File: config.mk
export PLATFORM = sky130hd
export DESIGN_NAME = pixel_bilinear_filt
export DESIGN_NICKNAME = d
export VERILOG_FILES = /design/src/rtl/pixel_filt_pkg.sv /design/src/rtl/filt_lerp.sv /design/src/rtl/pixel_bilinear_filt.sv
export SDC_FILE = /design/constraint.sdc
export NUM_CORES = 2
export LEC_CHECK = 0
export ABC_AREA = 1
export CORE_MARGIN = 3
export CORE_UTILIZATION = 60
export CTS_BUF_LIST = sky130_fd_sc_hd__clkbuf_8 sky130_fd_sc_hd__clkbuf_16
export DETAILED_ROUTE_END_ITERATION = 8
export GPL_TIMING_DRIVEN = 0
export PLACE_DENSITY = 0.91
export SYNTH_ARGS = -nofsm -noshare
export SYNTH_HDL_FRONTEND = slang
export SYNTH_SLANG_ARGS = --single-unit
File: constraint.sdc
create_clock -name clk -period 6.4 [get_ports clk]
set_clock_uncertainty 0.05 [all_clocks]
set_input_delay 1.28 -clock clk [delete_from_list [all_inputs] [get_ports clk]]
set_output_delay 1.28 -clock clk [all_outputs]
set_load 0.01 [all_outputs]
File: src/rtl/pixel_filt_pkg.sv
// Shared RGB565 / fractional-weight definitions for the block-filter reader and bilinear stage.
package pixel_filt_pkg;
   localparam int R_W          = 5;
   localparam int G_W          = 6;
   localparam int B_W          = 5;
   localparam int PIX_W        = R_W + G_W + B_W;
   localparam int FRAC_W       = 8;
   localparam int FILT_LATENCY = 4;

   // Neighbour positions inside the 64-bit {LT,RT,LB,RB} word
   localparam int LT_LSB = 3 * PIX_W;
   localparam int RT_LSB = 2 * PIX_W;
   localparam int LB_LSB = 1 * PIX_W;
   localparam int RB_LSB = 0;

   typedef struct packed {
      logic [R_W-1:0] r;
      logic [G_W-1:0] g;
      logic [B_W-1:0] b;
   } rgb565_t;
endpackage

File: src/rtl/filt_lerp.sv
// Registered two-point blend q = a*(2^W - w) + b*w for one colour channel.
module filt_lerp #(
   parameter int CW = 5,
   parameter int W  = 8
) (
   input  logic            clk,
   input  logic            rst,
   input  logic [CW-1:0]   a,
   input  logic [CW-1:0]   b,
   input  logic [W-1:0]    w,
   output logic [CW+W-1:0] q
);
   localparam int QW = CW + W;

   logic [W:0] wc;

   // w = 0 yields the full weight 2^W; the two weights always sum to 2^W, so q never overflows QW bits
   assign wc = {1'b1, {W{1'b0}}} - {1'b0, w};

   always_ff @(posedge clk or posedge rst) begin
      if (rst) q <= '0;
      else     q <= QW'(a) * QW'(wc) + QW'(b) * QW'(w);
   end
endmodule

File: src/rtl/pixel_bilinear_filt.sv
// Bilinear RGB565 blend of {LT,RT,LB,RB} per FIFO entry, one pixel per clock, rd_en -> out_pixel_en in 4 cycles.
// Define PIXEL_BILINEAR_ROUND_EN for round-half-up normalisation; otherwise the result is truncated.
module pixel_bilinear_filt
   import pixel_filt_pkg::*;
(
   input  logic          clk,
   input  logic          rst,
   input  logic          in_fifo_empty,
   output logic          in_fifo_rd_en,
   input  logic [63:0]   in_fifo_pixel,
   input  logic [15:0]   in_fifo_decimal,
   input  logic          out_fifo_almost_full,
   output logic [15:0]   out_pixel,
   output logic          out_pixel_en,
   output logic          busy
);
   localparam int RH = R_W + FRAC_W;
   localparam int GH = G_W + FRAC_W;
   localparam int BH = B_W + FRAC_W;
   localparam int RA = R_W + 2 * FRAC_W;
   localparam int GA = G_W + 2 * FRAC_W;
   localparam int BA = B_W + 2 * FRAC_W;

   logic [FILT_LATENCY-1:0] v;
   rgb565_t                 lt, rt, lb, rb;
   logic [FRAC_W-1:0]       fx, fy, fy_d;
   logic [RH-1:0]           top_r, bot_r;
   logic [GH-1:0]           top_g, bot_g;
   logic [BH-1:0]           top_b, bot_b;
   logic [RA-1:0]           acc_r, sum_r;
   logic [GA-1:0]           acc_g, sum_g;
   logic [BA-1:0]           acc_b, sum_b;
   logic                    unused_lsb;

   // No stall path: downstream headroom absorbs everything already in flight
   assign in_fifo_rd_en = !rst && !in_fifo_empty && !out_fifo_almost_full;

   always_ff @(posedge clk or posedge rst) begin
      if (rst) v <= '0;
      else     v <= {v[FILT_LATENCY-2:0], in_fifo_rd_en};
   end

   always_ff @(posedge clk or posedge rst) begin
      if (rst) begin
         lt <= '0;
         rt <= '0;
         lb <= '0;
         rb <= '0;
         fx <= '0;
         fy <= '0;
      end else if (v[0]) begin
         lt <= in_fifo_pixel[LT_LSB +: PIX_W];
         rt <= in_fifo_pixel[RT_LSB +: PIX_W];
         lb <= in_fifo_pixel[LB_LSB +: PIX_W];
         rb <= in_fifo_pixel[RB_LSB +: PIX_W];
         fx <= in_fifo_decimal[2*FRAC_W-1:FRAC_W];
         fy <= in_fifo_decimal[FRAC_W-1:0];
      end
   end

   // fy travels alongside the horizontal stage so it lines up with top/bot
   always_ff @(posedge clk or posedge rst) begin
      if (rst) fy_d <= '0;
      else     fy_d <= fy;
   end

   filt_lerp #(.CW(R_W), .W(FRAC_W)) u_top_r (.clk(clk), .rst(rst), .a(lt.r), .b(rt.r), .w(fx), .q(top_r));
   filt_lerp #(.CW(R_W), .W(FRAC_W)) u_bot_r (.clk(clk), .rst(rst), .a(lb.r), .b(rb.r), .w(fx), .q(bot_r));
   filt_lerp #(.CW(G_W), .W(FRAC_W)) u_top_g (.clk(clk), .rst(rst), .a(lt.g), .b(rt.g), .w(fx), .q(top_g));
   filt_lerp #(.CW(G_W), .W(FRAC_W)) u_bot_g (.clk(clk), .rst(rst), .a(lb.g), .b(rb.g), .w(fx), .q(bot_g));
   filt_lerp #(.CW(B_W), .W(FRAC_W)) u_top_b (.clk(clk), .rst(rst), .a(lt.b), .b(rt.b), .w(fx), .q(top_b));
   filt_lerp #(.CW(B_W), .W(FRAC_W)) u_bot_b (.clk(clk), .rst(rst), .a(lb.b), .b(rb.b), .w(fx), .q(bot_b));

   filt_lerp #(.CW(RH), .W(FRAC_W)) u_vert_r (.clk(clk), .rst(rst), .a(top_r), .b(bot_r), .w(fy_d), .q(acc_r));
   filt_lerp #(.CW(GH), .W(FRAC_W)) u_vert_g (.clk(clk), .rst(rst), .a(top_g), .b(bot_g), .w(fy_d), .q(acc_g));
   filt_lerp #(.CW(BH), .W(FRAC_W)) u_vert_b (.clk(clk), .rst(rst), .a(top_b), .b(bot_b), .w(fy_d), .q(acc_b));

`ifdef PIXEL_BILINEAR_ROUND_EN
   localparam int RND = 1 << (2 * FRAC_W - 1);
   assign sum_r = acc_r + RA'(RND);
   assign sum_g = acc_g + GA'(RND);
   assign sum_b = acc_b + BA'(RND);
`else
   assign sum_r = acc_r;
   assign sum_g = acc_g;
   assign sum_b = acc_b;
`endif

   // Weights total 2^16, so the top bits are already within channel range
   assign out_pixel    = {sum_r[RA-1:2*FRAC_W], sum_g[GA-1:2*FRAC_W], sum_b[BA-1:2*FRAC_W]};
   assign unused_lsb   = ^{sum_r[2*FRAC_W-1:0], sum_g[2*FRAC_W-1:0], sum_b[2*FRAC_W-1:0]};
   assign out_pixel_en = v[FILT_LATENCY-1];
   assign busy         = |v;
endmodule
==> flow_metrics.py <==
metrics = {
    "run_status": {
        "run_status": "finished, violations left",
        "violations": "DRC, setup timing",
    },
    "die": {
        "die_h_um": 282,
        "rows": 100,
        "die_w_um": 282,
        "die_area_sq_um": 79500,
        "core-area_sq_um": 74900,
        "start_util_pct": 61.0,
        "io_pins": 103,
    },
    "yosys": {
        "synth.top_cell.area_share_pct": 40.0,
        "synth_edf_count": 0,
        "synth_area_leaders": "fa_1 (40%), inv_1 (14%), nand2_1 (12%)",
        "yosysSeqAreaShare_pct": 10.3,
        "synthCells": 5765,
        "synth_fp_nets": 7184,
        "synth_cell_types": 48,
        "yosysTopAreaCell": "fa_1",
        "netlist_area_sq_um": 45700,
        "yosysWarningCount": 0,
        "synth.avg_cell_area_sq_um": 7.93,
        "synthFlopType": "dfrtp_1",
        "yosys_register_bits": 188,
        "postSynth.asyncResetShare_pct": 100,
    },
    "sta": {
        "grt_setup_unrepaired": "true",
        "worst_slack_ns": -0.166,
        "period_share_pct": 103,
        "period_needed_ns": 6.57,
        "hold_viol": 0,
        "finalSetupViolations": 6,
        "worstMarginPinSlew_ns": 1.29,
        "max_freq_mhz": 152,
        "slew_violations": 0,
        "slew_headroom_pct": 14.0,
    },
    "final_layout": {
        "drive_gt1_share_pct": 7.67,
        "final_cell_area_sq_um": 50500,
        "layout.nets": 7375,
        "layout_commonest_cell": "inv_1",
        "area_growth_pct": 10.6,
        "final_cell_mix": "inv_1 (1,676), nand2_1 (1,472), fa_1 (898)",
    },
    "detailed_routing": {
        "wl_met1_um": 44900,
        "met3WireLength_um": 18000,
        "route.met2.wl_um": 61700,
        "drt_iter0_drc": 4444,
        "wl_um": 138000,
        "drc": 3,
        "dr.pass1.iters": 8,
        "wire_per_inst_um": 19.9,
        "antenna_left": 0,
        "vias_per_cell": 5.61,
        "top_layer": "met5",
        "num_vias": 39000,
    },
    "placed_design": {
        "place_ws_ns": -1.69,
        "io_buffer_count": 102,
        "place_area_sq_um": 48000,
        "hpwl_um": 107000,
        "place.gp.congestion": 1.03,
    },
    "setup_path": {
        "cp-start-kind": "flop",
        "cp.arrival_ns": 6.94,
        "path_class": "reg2reg",
        "end_kind": "flop",
        "crit_fanout": 10,
        "cp.required_ns": 6.77,
    },
    "cts": {
        "cts_max_level": 4,
        "clockBufferDepth": 2,
        "cts_tree": "built",
        "clock_sinks": 188,
        "cts_buffers": 17,
        "clk-insertion-delay-late_ns": 0.56,
        "cts_root_buffer": "clkbuf_16",
        "clkTransAtPathRegs_ns": 0.09,
        "hold_buffers": 0,
    },
    "global_route": {
        "grt_pass1_wl_um": 215000,
        "grt-ovfl-total": 0,
        "grt_max_degree": 43,
        "antenna_found_initial": 7,
        "grt_pass1_vias": 41000,
        "grt_util_all_layers_pct": 35.7,
    },
    "job": {
        "drv_cap": 0,
    },
    "worst_hold_path": {
        "hold_class": "reg2reg",
    },
}
-- worst paths after layout --
path | start | slack (ns) | cells past startpoint | to
max | fy_d[4]$_DFF_PP0_ | -0.17 | 21 | u_vert_r.q[17]$_DFF_PP0_
min | fy[0]$_DFFE_PP0P_ | 0.33 | 0 | fy_d[0]$_DFF_PP0_
max reg2reg | fy_d[4]$_DFF_PP0_ | -0.17 | 21 | u_vert_r.q[17]$_DFF_PP0_
min reg2reg | fy[0]$_DFFE_PP0P_ | 0.33 | 0 | fy_d[0]$_DFF_PP0_
max in group asynchronous | rst | 4.57 | 4 | fy[0]$_DFFE_PP0P_
min in group asynchronous | rst | 0.96 | 2 | v[0]$_DFF_PP0_
-- synth_stat cells (all sizes together) (2+ instances only) --
master	n
o21a	3
o2111ai	3
a31oi	10
dfrtp	188
or2	7
inv	1723
a21oi	95
buf	69
xor2	63
a21o	6
nor4	2
nand4	17
nor2	310
nor3	22
nand3b	2
xnor2	32
o21ai	81
nand3	92
nand2	1518
ha	423
fa	912
o21bai	9
clkbuf	170
-- repair_timing --
action | 4_1_cts | 5_1_grt
pin swaps | 77 | 97
setup buffers | 38 | 29
cloned | 2 | 0
gates resized for setup | 164 | 173
setup endpoints to repair | 58 | 51
-- metrics by stage --
stage	instances	utilization [%]	setup TNS (ns)	hold WS, ns
after floorplan	5765	-	0	0.296
after global placement	6836	64.0	-22.13	0.306
after detailed placement	6841	64.1	-26.70	0.320
after CTS	6912	66.4	-0.151	0.335
after global routing	6938	67.4	-3.05	0.343
final	6940	67.4	-0.494	0.334
-- metal layers --
metal / up-vias / global-route usage [%]
li1: 16600 / -
met5: - / 0
met3: 859 / 11.0
met2: 2755 / 55.8
met4: 6 / 27.5
met1: 18700 / 41.1
-- critical path: stages, from the launching register on --
cell and delay [ns]:
dfrtp_1 0.44, buf_2 0.26, clkbuf_1 0.97, nand2_1 0.18
inv_1 0.14, fa_1 0.46, fa_1 0.56, inv_1 0.05
fa_1 0.47, inv_1 0.06, fa_1 0.50, fa_1 0.49
inv_1 0.05, fa_1 0.48, inv_1 0.05, ha_1 0.33
nand2_1 0.21, nor2_1 0.08, a211oi_1 0.36, nand2_1 0.11
nand2_1 0.07, nand2_1 0.07
-- state kept, by name, summed over array words and instances (netlist names), 5 cells and up --
register,flops
u_top_r.q,13
u_top_b.q,13
rb,16
u_bot_r.q,13
rt,16
fx,8
fy_d,8
u_vert_r.q,5
u_bot_g.q,14
u_bot_b.q,13
u_vert_b.q,5
u_top_g.q,14
lb,16
u_vert_g.q,6
lt,16
fy,8
-- logic make-up after synthesis --
logic type	Yosys count	share of synthesized area [%]
buffers and inverters	1963	16.5
xor gates and xnor gates	95	1.82
and+or+nand+nor	1973	17.4
DFF	188	10.3
adders and majority gates	1335	51.5
AOI/OAI and AO/OA	211	2.49
-- cell type report --
type	count	area (sq um)
Timing Repair Buffer	176	1790
Multi-Input combinational cell	3614	34500
Buffer	235	1170
Antenna cell	2	5.00
Clock inverter	15	213
Clock buffer	17	425
Sequential cell	188	4710
Tap cell	969	1210
Inverter	1724	6510
Fill cell	5389	24400
Power is left out: the tool's default activity adds up to more than one toggle a clock period on the data nets, which glitch-free logic cannot reach.
